### config.mk
export PLATFORM = sky130hd
export DESIGN_NAME = systolic_out_deskew
export DESIGN_NICKNAME = d
export VERILOG_FILES = /design/src/rtl/deskew_pkg.sv /design/src/rtl/deskew_row_fifo.sv /design/src/rtl/systolic_out_deskew.sv
export SDC_FILE = /design/constraint.sdc
export NUM_CORES = 1
export LEC_CHECK = 0
export BUFFER_PORTS_ARGS = -buffer_cell sky130_fd_sc_hd__buf_2
export CAP_MARGIN = 25
export CELL_PAD_IN_SITES_DETAIL_PLACEMENT = 0
export CELL_PAD_IN_SITES_GLOBAL_PLACEMENT = 2
export CORE_AREA = 2 2 254 256
export DETAILED_ROUTE_END_ITERATION = 8
export DIE_AREA = 0 0 256 258
export MAX_ROUTING_LAYER = met4
export PLACE_DENSITY_LB_ADDON = 0.1
export SLEW_MARGIN = 5
export SYNTH_ARGS = -nofsm -noshare
export SYNTH_HDL_FRONTEND = slang
export SYNTH_SLANG_ARGS = --single-unit
### constraint.sdc
create_clock -name clk -period 6 [get_ports clk]
set_input_delay 0.3 -clock clk [delete_from_list [all_inputs] [get_ports clk]]
set_output_delay 0.3 -clock clk [all_outputs]
set_load 0.1 [all_outputs]
### src/rtl/deskew_pkg.sv
// Shared defaults and sizing helper for the systolic output deskew block.
package deskew_pkg;

  localparam int unsigned DESKEW_LANES      = 8;
  localparam int unsigned DESKEW_WIDTH      = 16;
  localparam int unsigned DESKEW_FIFO_DEPTH = 4;

  // Counter width able to hold 0..depth inclusive.
  function automatic int unsigned deskew_cnt_w(input int unsigned depth);
    return $clog2(depth) + 1;
  endfunction

endpackage

### src/rtl/deskew_row_fifo.sv
// Synchronous aligned-row FIFO: push input, valid/ready pop, occupancy count.
module deskew_row_fifo
  import deskew_pkg::*;
#(
  parameter int unsigned DATA_W = DESKEW_LANES * DESKEW_WIDTH,
  parameter int unsigned DEPTH  = DESKEW_FIFO_DEPTH
) (
  input  logic                           clk,
  input  logic                           rst,
  input  logic                           push,
  input  logic [DATA_W-1:0]              push_data,
  output logic                           pop_valid,
  input  logic                           pop_ready,
  output logic [DATA_W-1:0]              pop_data,
  output logic [deskew_cnt_w(DEPTH)-1:0] count
);

  localparam int unsigned CW = deskew_cnt_w(DEPTH);
  localparam int unsigned AW = $clog2(DEPTH);

  logic [DATA_W-1:0] mem [DEPTH];
  logic [AW-1:0]     wr_ptr;
  logic [AW-1:0]     rd_ptr;
  logic              do_push;
  logic              do_pop;

  assign pop_valid = (count != '0);
  assign pop_data  = mem[rd_ptr];
  assign do_pop    = pop_valid && pop_ready;
  // A push into a full FIFO is only taken when a pop frees the slot that edge.
  assign do_push   = push && ((count != CW'(DEPTH)) || do_pop);

  always_ff @(posedge clk) begin
    if (do_push) mem[wr_ptr] <= push_data;
  end

  // Pointers wrap naturally since DEPTH is a power of two.
  always_ff @(posedge clk) begin
    if (rst) begin
      wr_ptr <= '0;
      rd_ptr <= '0;
      count  <= '0;
    end else begin
      if (do_push) wr_ptr <= wr_ptr + AW'(1);
      if (do_pop)  rd_ptr <= rd_ptr + AW'(1);
      case ({do_push, do_pop})
        2'b10:   count <= count + CW'(1);
        2'b01:   count <= count - CW'(1);
        default: count <= count;
      endcase
    end
  end

endmodule

### src/rtl/systolic_out_deskew.sv
// Re-aligns skewed systolic array output rows, buffers them and issues launch credit.
// Optional sticky protocol-violation detection is built when DESKEW_OVF_DET_EN is defined.
module systolic_out_deskew
  import deskew_pkg::*;
#(
  parameter int unsigned LANES      = DESKEW_LANES,
  parameter int unsigned WIDTH      = DESKEW_WIDTH,
  parameter int unsigned FIFO_DEPTH = DESKEW_FIFO_DEPTH
) (
  input  logic                   clk,
  input  logic                   rst,
  input  logic                   in_valid,
  output logic                   in_ready,
  input  logic [LANES*WIDTH-1:0] in_data,
  output logic                   out_valid,
  input  logic                   out_ready,
  output logic [LANES*WIDTH-1:0] out_data,
  output logic                   ovf_err
);

  localparam int unsigned DW = LANES * WIDTH;
  localparam int unsigned CW = deskew_cnt_w(FIFO_DEPTH);
  localparam int unsigned SW = CW + 1;

  logic          launch;
  logic          wr_en;
  logic [CW-1:0] fifo_count;
  logic [CW-1:0] inflight;
  logic [DW-1:0] aligned;

  assign launch   = in_valid && in_ready;
  // Credit depends only on registered occupancy, never on out_ready.
  assign in_ready = (SW'(fifo_count) + SW'(inflight)) < SW'(FIFO_DEPTH);

  // Lane i is delayed LANES-1-i cycles so every lane lands at t+LANES-1.
  for (genvar i = 0; i < LANES; i++) begin : g_lane
    localparam int unsigned DLY = LANES - 1 - i;
    if (DLY == 0) begin : g_direct
      assign aligned[i*WIDTH +: WIDTH] = in_data[i*WIDTH +: WIDTH];
    end else begin : g_dly
      logic [WIDTH-1:0] dly [DLY];
      always_ff @(posedge clk) begin
        dly[0] <= in_data[i*WIDTH +: WIDTH];
        for (int k = 1; k < int'(DLY); k++) dly[k] <= dly[k-1];
      end
      assign aligned[i*WIDTH +: WIDTH] = dly[DLY-1];
    end
  end

  if (LANES > 1) begin : g_vpipe
    logic [LANES-2:0] vpipe;
    always_ff @(posedge clk) begin
      if (rst) begin
        vpipe <= '0;
      end else begin
        vpipe[0] <= launch;
        for (int k = 1; k < int'(LANES) - 1; k++) vpipe[k] <= vpipe[k-1];
      end
    end
    assign wr_en = vpipe[LANES-2];
  end else begin : g_novpipe
    assign wr_en = launch;
  end

  // Rows launched but not yet written into the FIFO.
  always_ff @(posedge clk) begin
    if (rst) begin
      inflight <= '0;
    end else begin
      case ({launch, wr_en})
        2'b10:   inflight <= inflight + CW'(1);
        2'b01:   inflight <= inflight - CW'(1);
        default: inflight <= inflight;
      endcase
    end
  end

  deskew_row_fifo #(
    .DATA_W (DW),
    .DEPTH  (FIFO_DEPTH)
  ) u_fifo (
    .clk       (clk),
    .rst       (rst),
    .push      (wr_en),
    .push_data (aligned),
    .pop_valid (out_valid),
    .pop_ready (out_ready),
    .pop_data  (out_data),
    .count     (fifo_count)
  );

`ifdef DESKEW_OVF_DET_EN
  logic ovf_q;
  logic full_push;

  assign full_push = wr_en && (fifo_count == CW'(FIFO_DEPTH)) && !(out_valid && out_ready);

  always_ff @(posedge clk) begin
    if (rst) begin
      ovf_q <= 1'b0;
    end else if ((in_valid && !in_ready) || full_push) begin
      ovf_q <= 1'b1;
    end
  end

  assign ovf_err = ovf_q;
`else
  assign ovf_err = 1'b0;
`endif

endmodule

==> metrics.md <==
| Metric | Value |
|---|---|
| Arrival time of the worst setup path | `3.05 ns` |
| Largest fanout of any net on the critical path | `33` |
| Post-synthesis instance total | `1207` |
| Max_slew headroom | `0.3483` |
| Wire length of the first global-routing pass | `74480 um` |
| Core area | `63650 um2` |
| Peak Freq | `298.8 MHz` |
| Most area-hungry cell type in the Yosys netlist | `sky130_fd_sc_hd__edfxtp_1` |
| Max Cap Violations | `0` |
| Share of post-route cells with drive strength above 1 | `0.3155` |
| Final setup violation count | `0` |
| Overall track demand over capacity in global routing | `0.1542` |
| Synthesis-to-finish area growth | `24.35%` |
| First-pass iteration count of the detailed router | `5` |
| Worst path required time | `5.70 ns` |
| Post-route DRC | `0` |
| Nets@finish | `1815` |
| Proportion of register bits with asynchronous set or reset after synthesis | `0` |
| Area share of fa/ha/maj cells after synthesis | `0.004964` |
| Clock Skews | `0.01821 ns` |
| Ranking of synthesized cells by area | `sky130_fd_sc_hd__edfxtp_1, sky130_fd_sc_hd__dfxtp_1, sky130_fd_sc_hd__mux4_2` |
| CTS Root Cell | `sky130_fd_sc_hd__clkbuf_16` |
| X dimension of the die | `256 um` |
| Most repeated cell in the gate-level netlist after synthesis | `sky130_fd_sc_hd__edfxtp_1` |
| Clock Latency Late Sink | `0.62 ns` |
| Syn nets | `1349` |
| Ordered list of cells on the worst path | `buf_4 -> mux4_2 -> buf_2` |
| Path type of the worst setup path | `register to primary output` |
| Nature of the critical path endpoint | `primary output` |
| Largest stage delay on the critical path | `0.79 ns` |
| Post-synthesis share of cell area spent on xor and xnor gates | `0.001861` |
| Overall power consumption | `13280 uW` |
| Post-layout min period | `3.347 ns` |
| Vias in the first global route | `12650` |
| I/O pin count | `263` |
| Pin count of the biggest net entering global routing | `86` |
| Portion of the post-synthesis area used by sequential elements | `0.8757` |
| Worst ir drop on vdd | `274.2 uV` |
| Pwr dens | `378.2 nW/um2` |
| Filler Cell Count | `5008` |
| Height of the chip | `258 um` |
| Main combinational cell family by area after synthesis | `multiplexers` |
| RSZ-0062 raised after global routing | `false` |
| Hold WS | `0.06325 ns` |
| Number of antenna-violating nets in the routed design | `0` |
| Die ar. | `66050 um2` |
| Finished Cell Area | `35110 um2` |
| Detailed-route wire length per cell | `18.64 um` |
| Longest Clk Path Bufs | `3` |
| Half-perimeter wire length of the detailed placement result | `26430 um` |
| CTS tree | `done` |
| CTS HTree Levels | `3` |
| Via Count | `11950` |
| Number of antenna violations at the first check in global routing | `2` |
| Type of the most critical hold path | `primary input to register` |
| Slew at the pin closest to its max-slew limit | `0.9776 ns` |
| Clock Sinks | `979` |
| Predominant post-synthesis flop cell | `sky130_fd_sc_hd__edfxtp_1` |
| Number of placement rows | `93` |
| Result of the run | `finished clean` |
| Synthesis warning total | `0` |
| Buffers on Ports | `261` |
| Post-synth top area share | `0.5446` |
| Pins over their slew limit | `0` |
| Share of the core filled with cells in the final layout | `0.5516` |
| Via/cell ratio | `4.576` |
| Cell with the largest stage delay on the worst path | `sky130_fd_sc_hd__dfxtp_4` |
| Starting utilization of the core area | `0.4436` |
| Final total negative setup slack | `0 ns` |
| Mux share of post-synthesis cell area | `0.1030` |
| Number of enable-type register cells in the synthesized netlist | `512` |
| CTS Buf Count | `95` |
| Library cells used by synthesis | `30` |
| Number of DRC markers in iteration 0 | `647` |
| Wire length reported by the detailed router | `48670 um` |
| Compound-cell area share of the yosys netlist | `0.002083` |
| Number of synthesized register bits | `979` |
| Clock transition at path regs | `0.06 ns` |
| Post-synthesis simple-gate area fraction | `0.005761` |
| Static power due to leakage | `0.01256 uW` |
| CP Launch Type | `register` |
| Mean instance size in the synthesized netlist | `23.39 um2` |
| Post-Syn Area | `28230 um2` |
| Ratio of final minimum period to clock period | `0.5578` |
| Placer's final routability congestion estimate | `0.7056` |
| Commonest cells in the netlist | `sky130_fd_sc_hd__edfxtp_1, sky130_fd_sc_hd__dfxtp_1, sky130_fd_sc_hd__mux4_2, sky130_fd_sc_hd__buf_2, sky130_fd_sc_hd__nor2_1` |
| DP Area | `30650 um2` |
| Fin. Hold Viols | `0` |
| Total congestion overflow | `0` |
[kinds of logic (layout without fill, tap and decap cells)]
logic type | after synthesis | count (layout)
AOI/OAI and AO/OA | 9 | 9
xor gates and xnor gates | 6 | 6
adders and majority gates | 10 | 10
buffers and inverters | 41 | 587
DFF | 979 | 979
muxes | 130 | 130
other | 1 | 4
and+or+nand+nor | 31 | 31
[sequential cells by signal, indices dropped and copies added (netlist names), named ones only]
signal / count
u_fifo.count: 3
u_fifo.mem: 512
u_fifo.rd_ptr: 2
u_fifo.wr_ptr: 2
g_lane.g_dly.dly: 448
g_vpipe.vpipe: 7
inflight: 3
[worst max-delay path: cells and delay by family (launching register included)]
| family | cells | cell delay, ns |
|---|---|---|
| buf+inv | 2 | 1.02 |
| flops | 1 | 0.79 |
| mux | 1 | 0.61 |
[final timing paths]
check                          endpoint  depth (start not counted)  slack (ns)                       start
max reg2reg          u_fifo.mem[1][106]                          3        3.39             u_fifo.count[0]
min                         inflight[1]                          2        0.06                         rst
min reg2reg  g_lane[0].g_dly.dly[6][13]                          0        0.32  g_lane[0].g_dly.dly[5][13]
max                       out_data[109]                          3        2.65                    register
[routing by layer]
layer	vias to the layer above	global-route usage	share of wire
li1	5567	-	-
met1	6034	0.1896	0.42
met2	275	0.2542	0.50
met3	71	0.03377	0.053
met4	0	0.05344	0.021
met5	-	-	0
[cells in the final DEF, fill, tap and decap left out, drive strengths merged, types with 3 or more instances in the layout]
cell type / netlist / routed
edfxtp: 512 / 512
dfxtp: 467 / 467
buf: 28 / 271
clkbuf: 3 / 137
dlygate4sd3: 0 / 129
mux4: 128 / 128
clkinv: 0 / 28
inv: 10 / 14
nor2: 12 / 12
ha: 8 / 8
nor2b: 7 / 7
xor2: 5 / 5
bufinv: 0 / 5
and2: 4 / 4
a21oi: 4 / 4
diode: 0 / 3
clkinvlp: 0 / 3
[layout make-up]
cell class,instances,area [um2],share of cell area
diodes,3,7.507,0.0002138
clock buffers,137,2804,0.07987
clock inverters,40,352.8,0.01005
inverters,10,37.54,0.001069
multi-input cells,187,3336,0.09502
flip-flops and latches,979,24730,0.7045
well taps,855,1070,0.03047
repair buffers,400,2768,0.07884
[metrics by stage]
step | std cells | worst slack, ns
4_1_cts | 2608 | 2.473
5_1_grt | 2610 | 2.379
2_1_floorplan | 1207 | 1.839
6_report | 2611 | 2.653
3_3_place_gp | 2300 | 3.163
3_5_place_dp | 2302 | 3.151
[repair_timing]
action                                 CTS  global route
setup buffers                            0             0
endpoints found under the hold margin  177             0
gates resized for setup                  0             0
hold buffers                           129             0
[power by group]
group	internal, uW	switching, uW	total, uW
Clock	3470	2360	5830
Sequential	7200	62.9	7260
Combinational	98.7	83.2	182
Total	10800	2510	13300
(Power assumes the default switching activity.)
